**config.mk**
```make
export PLATFORM = sky130hd
export DESIGN_NAME = raster_dispatch
export DESIGN_NICKNAME = d
export VERILOG_FILES = /design/src/rtl/raster_dispatch.sv
export SDC_FILE = /design/constraint.sdc
export NUM_CORES = 2
export LEC_CHECK = 0
export CAP_MARGIN = 10
export CORE_ASPECT_RATIO = 1.1
export CORE_MARGIN = 2
export CORE_UTILIZATION = 30
export CTS_CLUSTER_SIZE = 20
export DETAILED_ROUTE_END_ITERATION = 8
export GPL_ROUTABILITY_DRIVEN = 0
export GPL_TIMING_DRIVEN = 0
export PLACE_DENSITY = 0.47
export RECOVER_POWER = 50
export SYNTH_ARGS = -nofsm -noshare
export SYNTH_HDL_FRONTEND = slang
export SYNTH_SLANG_ARGS = --single-unit
```
**constraint.sdc**
```tcl
create_clock -name clk -period 9.88 [get_ports clk]
set_input_delay 1.976 -clock clk [delete_from_list [all_inputs] [get_ports clk]]
set_output_delay 1.976 -clock clk [all_outputs]
set_load 0.02 [all_outputs]
```
**src/rtl/raster_dispatch.sv**
```systemverilog
`default_nettype none
// +----------------------------------------------------------------------------+
// | Module   : raster_dispatch                                                 |
// | Purpose  : Triangle scheduler between triangle setup and a bank of         |
// |            rasterizer backends. Buffers setup descriptors in a FIFO,       |
// |            issues each one to an idle backend chosen round-robin, keeps    |
// |            frames ordered and emits one frame-done pulse per frame.        |
// | Ports    : clk, rstn (async, active-low)                                   |
// |            i_payload/i_dv/i_last/o_ready  : descriptor input from setup    |
// |            o_unit_payload/o_unit_dv       : per-unit descriptor + strobe   |
// |            i_unit_ready/i_unit_done       : per-unit backend handshakes    |
// |            o_unit_busy                    : per-unit outstanding flag      |
// |            o_frame_done                   : one-cycle frame-complete pulse |
// |            o_tri_count                    : triangles issued this frame    |
// | Revision : 1.0 - initial release                                           |
// +----------------------------------------------------------------------------+
module raster_dispatch #(
  parameter int PAYLOADWIDTH = 256,
  parameter int NUM_UNITS    = 2,
  parameter int FIFO_DEPTH   = 4
) (
  input  logic                              clk,
  input  logic                              rstn,
  input  logic [PAYLOADWIDTH-1:0]           i_payload,
  input  logic                              i_dv,
  input  logic                              i_last,
  output logic                              o_ready,
  output logic [NUM_UNITS*PAYLOADWIDTH-1:0] o_unit_payload,
  output logic [NUM_UNITS-1:0]              o_unit_dv,
  input  logic [NUM_UNITS-1:0]              i_unit_ready,
  input  logic [NUM_UNITS-1:0]              i_unit_done,
  output logic [NUM_UNITS-1:0]              o_unit_busy,
  output logic                              o_frame_done,
  output logic [15:0]                       o_tri_count
);

  localparam int c_AW = (FIFO_DEPTH > 1) ? $clog2(FIFO_DEPTH) : 1;
  localparam int c_PW = (NUM_UNITS > 1) ? $clog2(NUM_UNITS) : 1;
  localparam int c_EW = PAYLOADWIDTH + 1;

  typedef enum logic [1:0] {
    RUN   = 2'd0,
    DRAIN = 2'd1,
    FLUSH = 2'd2
  } state_t;

  state_t                  r_state;
  state_t                  w_state_nxt;

  // FIFO storage: each entry is {payload, last}
  logic [c_EW-1:0]         r_mem [FIFO_DEPTH];
  logic [c_AW:0]           r_wr_ptr;
  logic [c_AW:0]           r_rd_ptr;
  logic                    w_empty;
  logic                    w_full;
  logic                    w_wr;
  logic [c_EW-1:0]         w_head;
  logic                    w_head_valid;

  logic [NUM_UNITS-1:0]    r_busy;
  logic [NUM_UNITS-1:0]    r_unit_dv;
  logic [PAYLOADWIDTH-1:0] r_payload [NUM_UNITS];
  logic [c_PW-1:0]         r_rr;
  logic [15:0]             r_count;
  logic                    r_frame_done;

  logic [NUM_UNITS-1:0]    w_elig;
  logic                    w_found;
  logic [c_PW-1:0]         w_sel;
  logic                    w_issue;
  logic [NUM_UNITS-1:0]    w_issue_vec;

  // --------------------------------------------------------------------------
  // Input FIFO (extra pointer bit distinguishes full from empty)
  // --------------------------------------------------------------------------
  assign w_empty = (r_wr_ptr == r_rd_ptr);
  assign w_full  = (r_wr_ptr[c_AW] != r_rd_ptr[c_AW]) &&
                   (r_wr_ptr[c_AW-1:0] == r_rd_ptr[c_AW-1:0]);
  assign o_ready = !w_full;
  assign w_wr    = i_dv && !w_full;

  // An empty FIFO forwards the incoming descriptor so it can issue on the
  // same edge it is written; both pointers then advance together.
  assign w_head       = w_empty ? {i_payload, i_last} : r_mem[r_rd_ptr[c_AW-1:0]];
  assign w_head_valid = !w_empty || w_wr;

  always_ff @(posedge clk) begin
    if (w_wr) begin
      r_mem[r_wr_ptr[c_AW-1:0]] <= {i_payload, i_last};
    end
  end

  always_ff @(posedge clk or negedge rstn) begin
    if (!rstn) begin
      r_wr_ptr <= '0;
      r_rd_ptr <= '0;
    end else begin
      if (w_wr) begin
        r_wr_ptr <= r_wr_ptr + 1'b1;
      end
      if (w_issue) begin
        r_rd_ptr <= r_rd_ptr + 1'b1;
      end
    end
  end

  // --------------------------------------------------------------------------
  // Round-robin unit selection
  // A backend drops ready on the same cycle it sees its strobe, so the busy
  // flag is what keeps a unit from being chosen twice in a row.
  // --------------------------------------------------------------------------
  assign w_elig = ~r_busy & i_unit_ready;

  // For each possible pointer value the rotated unit index is a constant;
  // the downward offset loop leaves the lowest offset (nearest unit) selected.
  always_comb begin
    w_found = 1'b0;
    w_sel   = '0;
    for (int r = 0; r < NUM_UNITS; r++) begin
      if (r_rr == c_PW'(r)) begin
        for (int i = NUM_UNITS - 1; i >= 0; i--) begin
          if (w_elig[(r + i) % NUM_UNITS]) begin
            w_found = 1'b1;
            w_sel   = c_PW'((r + i) % NUM_UNITS);
          end
        end
      end
    end
  end

  // --------------------------------------------------------------------------
  // Frame-ordering state machine
  // --------------------------------------------------------------------------
  always_comb begin
    w_state_nxt = r_state;
    w_issue     = 1'b0;
    case (r_state)
      RUN: begin
        w_issue = w_head_valid && w_found;
        if (w_issue && w_head[0]) begin
          w_state_nxt = DRAIN;
        end
      end
      DRAIN: begin
        if (r_busy == '0) begin
          w_state_nxt = FLUSH;
        end
      end
      FLUSH: begin
        w_state_nxt = RUN;
      end
      default: begin
        w_state_nxt = RUN;
      end
    endcase
  end

  always_ff @(posedge clk or negedge rstn) begin
    if (!rstn) begin
      r_state      <= RUN;
      r_frame_done <= 1'b0;
    end else begin
      r_state      <= w_state_nxt;
      r_frame_done <= (w_state_nxt == FLUSH);
    end
  end

  // --------------------------------------------------------------------------
  // Per-unit issue registers
  // --------------------------------------------------------------------------
  for (genvar k = 0; k < NUM_UNITS; k++) begin : g_unit
    assign w_issue_vec[k] = w_issue && (w_sel == c_PW'(k));

    always_ff @(posedge clk or negedge rstn) begin
      if (!rstn) begin
        r_payload[k] <= '0;
      end else if (w_issue_vec[k]) begin
        r_payload[k] <= w_head[c_EW-1:1];
      end
    end

    assign o_unit_payload[k*PAYLOADWIDTH +: PAYLOADWIDTH] = r_payload[k];
  end

  // A done never targets the unit being issued to on the same edge, so the
  // clear and set terms never collide.
  always_ff @(posedge clk or negedge rstn) begin
    if (!rstn) begin
      r_busy    <= '0;
      r_unit_dv <= '0;
      r_rr      <= '0;
    end else begin
      r_busy    <= (r_busy & ~i_unit_done) | w_issue_vec;
      r_unit_dv <= w_issue_vec;
      if (w_issue) begin
        r_rr <= (w_sel == c_PW'(NUM_UNITS - 1)) ? '0 : w_sel + 1'b1;
      end
    end
  end

  // --------------------------------------------------------------------------
  // Per-frame triangle counter (saturating; cleared as FLUSH completes)
  // --------------------------------------------------------------------------
  always_ff @(posedge clk or negedge rstn) begin
    if (!rstn) begin
      r_count <= '0;
    end else if (r_state == FLUSH) begin
      r_count <= '0;
    end else if (w_issue && (r_count != 16'hFFFF)) begin
      r_count <= r_count + 16'd1;
    end
  end

  assign o_unit_dv    = r_unit_dv;
  assign o_unit_busy  = r_busy;
  assign o_frame_done = r_frame_done;
  assign o_tri_count  = r_count;

endmodule
`default_nettype wire
```
==> summary.md <==
| Metric | Value |
|---|---|
| Violated checks | max-capacitance violations, max-slew violations |
| Max Cap Violations | 8 |
| Part of the cycle the worst path needs | 69.7% |
| Worst slack, placed | 4.00 ns |
| P_int | 19.2 mW |
| Min-Delay Startpoint | o_unit_payload[23] |
| Layout fillers | 18.4k |
| Area of the multi-input gates | 15,600 um^2 |
| Buf/Inv on CP | 5 |
| Min Tclk post-route | 6.89 ns |
| Share of cells above drive strength 1 | 34.1% |
| DIE AREA | 207,000 um^2 |
| Least-Margin Pin Slew | 4.96 ns |
| H-tree depth | 4 |
| Number of global-route vias before repair | 33.3k |
| Critical Path RT | 10.36 ns |
| P_leak | 28.0 nW |
| Sequential Power Share | 34.7% |
| Drt total wl | 173,000 um |
| Area Overhead vs Synth | 29.6% |
| Post-CTS Hold Buffers | 0 |
| Cell family with the largest share of critical-path delay | buffers and inverters |
| Site Rows | 173 |
| Crit end category | register |
| Sequential cell area | 44,400 um^2 |
| Placed Instances | 6,414 |
| Drt drc | 0 |
| Switching share of power | 34.0% |
| ANT nets after route | 0 |
| # nets final | 4,151 |
| Final WS setup | 2.99 ns |
| Final setup violation count | 0 |
| Setup Fix Bufs, Post-CTS | 0 |
| Root cell of the clock tree | clkbuf_16 |
| Drt wl/cell | 25.4 um |
| Core ar. | 202,000 um^2 |
| Slowest CP cell | clkbuf_1 |
| Synth warn | 0 |
| Startpoint Class | input port |
| Reg-to-Reg Start | r_rd_ptr[1] |
| Crit Path Category | input port to register |
| Initial core utilization | 30.2% |
| Fin. max-slew vios | 302 |
| First drt pass iteration count | 7 |
| Syn Area/Cell | 21.2 um^2 |
| Clock power share | 22.6% |
| Hold Fails Final Rpt | 0 |
| First-pass GRT wire length | 248,000 um |
| CP most frequent cell | buf_16 |
| Slew HR | -231% |
| Hold Crit Class | register to register |
| Final total power | 29.0 mW |
| Worst EP arrival | 7.37 ns |
| Post-synth EDFFs | 1,028 |
| Status | finished with violations |
| Fmax | 0.145 GHz |
| Hpwl dp | 118,000 um |
| Via-to-Cell Ratio | 4.64 |
| Top_reg_cell synth | edfxtp_1 |
| Post-cts resize count | 0 |
| Initial DRC Count | 1,770 |
| Ys async rst share | 34.5% |
| Logic pwr share | 42.7% |
| RSZ-0062 raised after global routing | false |
| Setup Total Neg Slack | 0 ns |
| Crit path from | i_dv |
| Tot GR Track Use | 16.5% |
| Cell Chain, Critical Path | dlygate4sd3_1, inv_1, a21oi_1, and2_0, clkbuf_1, buf_16, buf_16 |
| Longest Clk Path Bufs | 3 |
| Smallest hold slack | 0.503 ns |
| Initial antenna violation count | 121 |
| Unique masters post-synth | 49 |
| Switching power | 9.89 mW |
| Clock Sinks | 1,570 |
| Pwr per Cell Area | 367 nW/um^2 |
| Clk_lat worst skew | 0.82 ns |
| Largest net degree at the start of global routing | 103 |
| Num CTS Buffers | 177 |
| Die X | 434 um |
| I/O Buffers | 797 |
| Final Instance Count excl. Fillers | 6,791 |
| Clock-pin slew on the worst setup and hold paths | 0.06 ns |
| Mapped Cells | 2,875 |
| CTS tree | built |
| Post-synthesis sequential area ratio | 72.8% |
| Setup Skew | 0.0312 ns |
| Die Y | 477 um |
| Critical path fanouts, max | 46 |
| Global route total overflow | 0 |
| Max incr delay on CP | 2.01 ns |
| Ports | 798 |
| Synth Net Count | 3,145 |
| Max IR drop VDD | 178 uV |
| Flops & latches, synth | 1,570 |
| Mapped Area | 61,000 um^2 |
| Vias | 31.5k |
[placed cells by master, fill, tap and decap left out, types with 6 or more instances in the layout]
cell type | Yosys | layout
diode_2 | 0 | 41
buf_6 | 24 | 24
dlygate4sd3_1 | 0 | 259
mux4_1 | 62 | 62
o31ai_1 | 6 | 6
buf_4 | 33 | 33
o21ai_0 | 6 | 6
buf_2 | 56 | 55
clkbuf_16 | 0 | 180
ha_1 | 6 | 6
mux2_4 | 15 | 15
clkdlybuf4s50_1 | 0 | 537
clkinv_2 | 0 | 30
clkbuf_1 | 26 | 83
mux2_2 | 746 | 746
mux2_1 | 7 | 7
clkbuf_8 | 0 | 23
buf_16 | 0 | 24
nand3_1 | 11 | 11
a21oi_1 | 10 | 10
clkinv_1 | 0 | 15
dfrtp_1 | 542 | 542
bufinv_16 | 0 | 10
edfxtp_1 | 1028 | 1028
nor2_1 | 11 | 11
mux4_2 | 195 | 195
nand2_1 | 16 | 16
[cell families (layout without fill, tap and decap cells)]
logic type / Yosys count / count (layout) / share of synthesized area, %
other: 0 / 41 / 0
AND/OR/NAND/NOR: 77 / 77 / 0.693
AO/OA/AOI/OAI: 34 / 34 / 0.377
flip-flops: 1570 / 1570 / 72.8
XOR/XNOR: 8 / 8 / 0.139
multiplexers: 1029 / 1029 / 24.2
adder cells (fa/ha/maj): 6 / 6 / 0.123
buffers and inverters: 151 / 1314 / 1.61
[worst reg2reg max path: stages (launching register included)]
cell and delay [ns]:
dfrtp_1 0.37, buf_2 0.22, xnor2_2 0.17, and2_2 0.20
a21oi_1 0.39, and2_0 1.68, clkbuf_1 2.02, buf_16 0.34
buf_16 0.35
[synth_stat cells (6+ instances only)]
cell type / n / area share, %
edfxtp_1: 1028 / 51
mux2_2: 746 / 14
dfrtp_1: 542 / 22
mux4_2: 195 / 7.2
mux4_1: 62 / 2.7
buf_2: 56 / 0.46
buf_4: 33 / 0.41
clkbuf_1: 26 / 0.16
buf_6: 24 / 0.44
nand2_1: 16 / 0.098
mux2_4: 15 / 0.37
nand3_1: 11 / 0.090
nor2_1: 11 / 0.068
a21oi_1: 10 / 0.082
mux2_1: 7 / 0.13
and2_1: 6 / 0.062
ha_1: 6 / 0.12
o21ai_0: 6 / 0.049
o31ai_1: 6 / 0.074
[final timing paths]
| path | end | slack (ns) | cells past startpoint |
|---|---|---|---|
| worst max-delay path | r_mem[2][119] | 2.99 | 7 |
| worst min-delay path | o_unit_payload[23] | 0.50 | 1 |
| worst max register to register | r_mem[2][119] | 3.76 | 8 |
| worst min register to register | o_unit_payload[23] | 0.50 | 1 |
| max in group asynchronous | o_unit_payload[87] | 3.86 | 4 |
| min in group asynchronous | o_unit_payload[509] | 2.93 | 1 |
[per-stage QoR]
| stage | area (um^2) | utilization, % |
|---|---|---|
| final | 79000 | 39.1 |
| after global routing | 79000 | 39.1 |
| after CTS | 79000 | 39.1 |
| after detailed placement | 73200 | 36.2 |
| after global placement | 72400 | 35.8 |
| after floorplan | 61000 | - |
[power by group through the flow]
| stage | registers (mW) | clock network (mW) | logic (mW) |
|---|---|---|---|
| finish | 10.1 | 6.56 | 12.4 |
| global route | 10.3 | 7.07 | 13.2 |
| global placement | 10.8 | 0 | 12.5 |
| detailed placement | 10.2 | 0 | 12.7 |
| CTS | 10.1 | 6.80 | 12.8 |
| floorplan | 11.7 | 0 | 5.94 |
[area by class of cell]
type / count / share of cell area [%]
Antenna cell: 41 / 0.130
Buffer: 146 / 1.22
Clock buffer: 255 / 6.35
Clock inverter: 81 / 1.07
Inverter: 5 / 0.0237
Multi-Input combinational cell: 1154 / 19.7
Sequential cell: 1570 / 56.2
Tap cell: 2712 / 4.29
Timing Repair Buffer: 827 / 11.0
[routing by layer]
metal,routed length [um],vias to the layer above,GRT usage (%)
li1,-,13645,-
met1,71200,16595,21.0
met2,85000,888,27.1
met3,11400,346,4.80
met4,4640,52,5.30
met5,322,-,0
[registers in the layout, summed over array words and instances (netlist names), 2 cells and up]
name            flops
r_mem            1028
o_unit_payload    512
o_tri_count        16
r_rd_ptr            3
r_wr_ptr            3
o_unit_busy         2
o_unit_dv           2
r_state             2
Power figures use the tool's default switching activity.
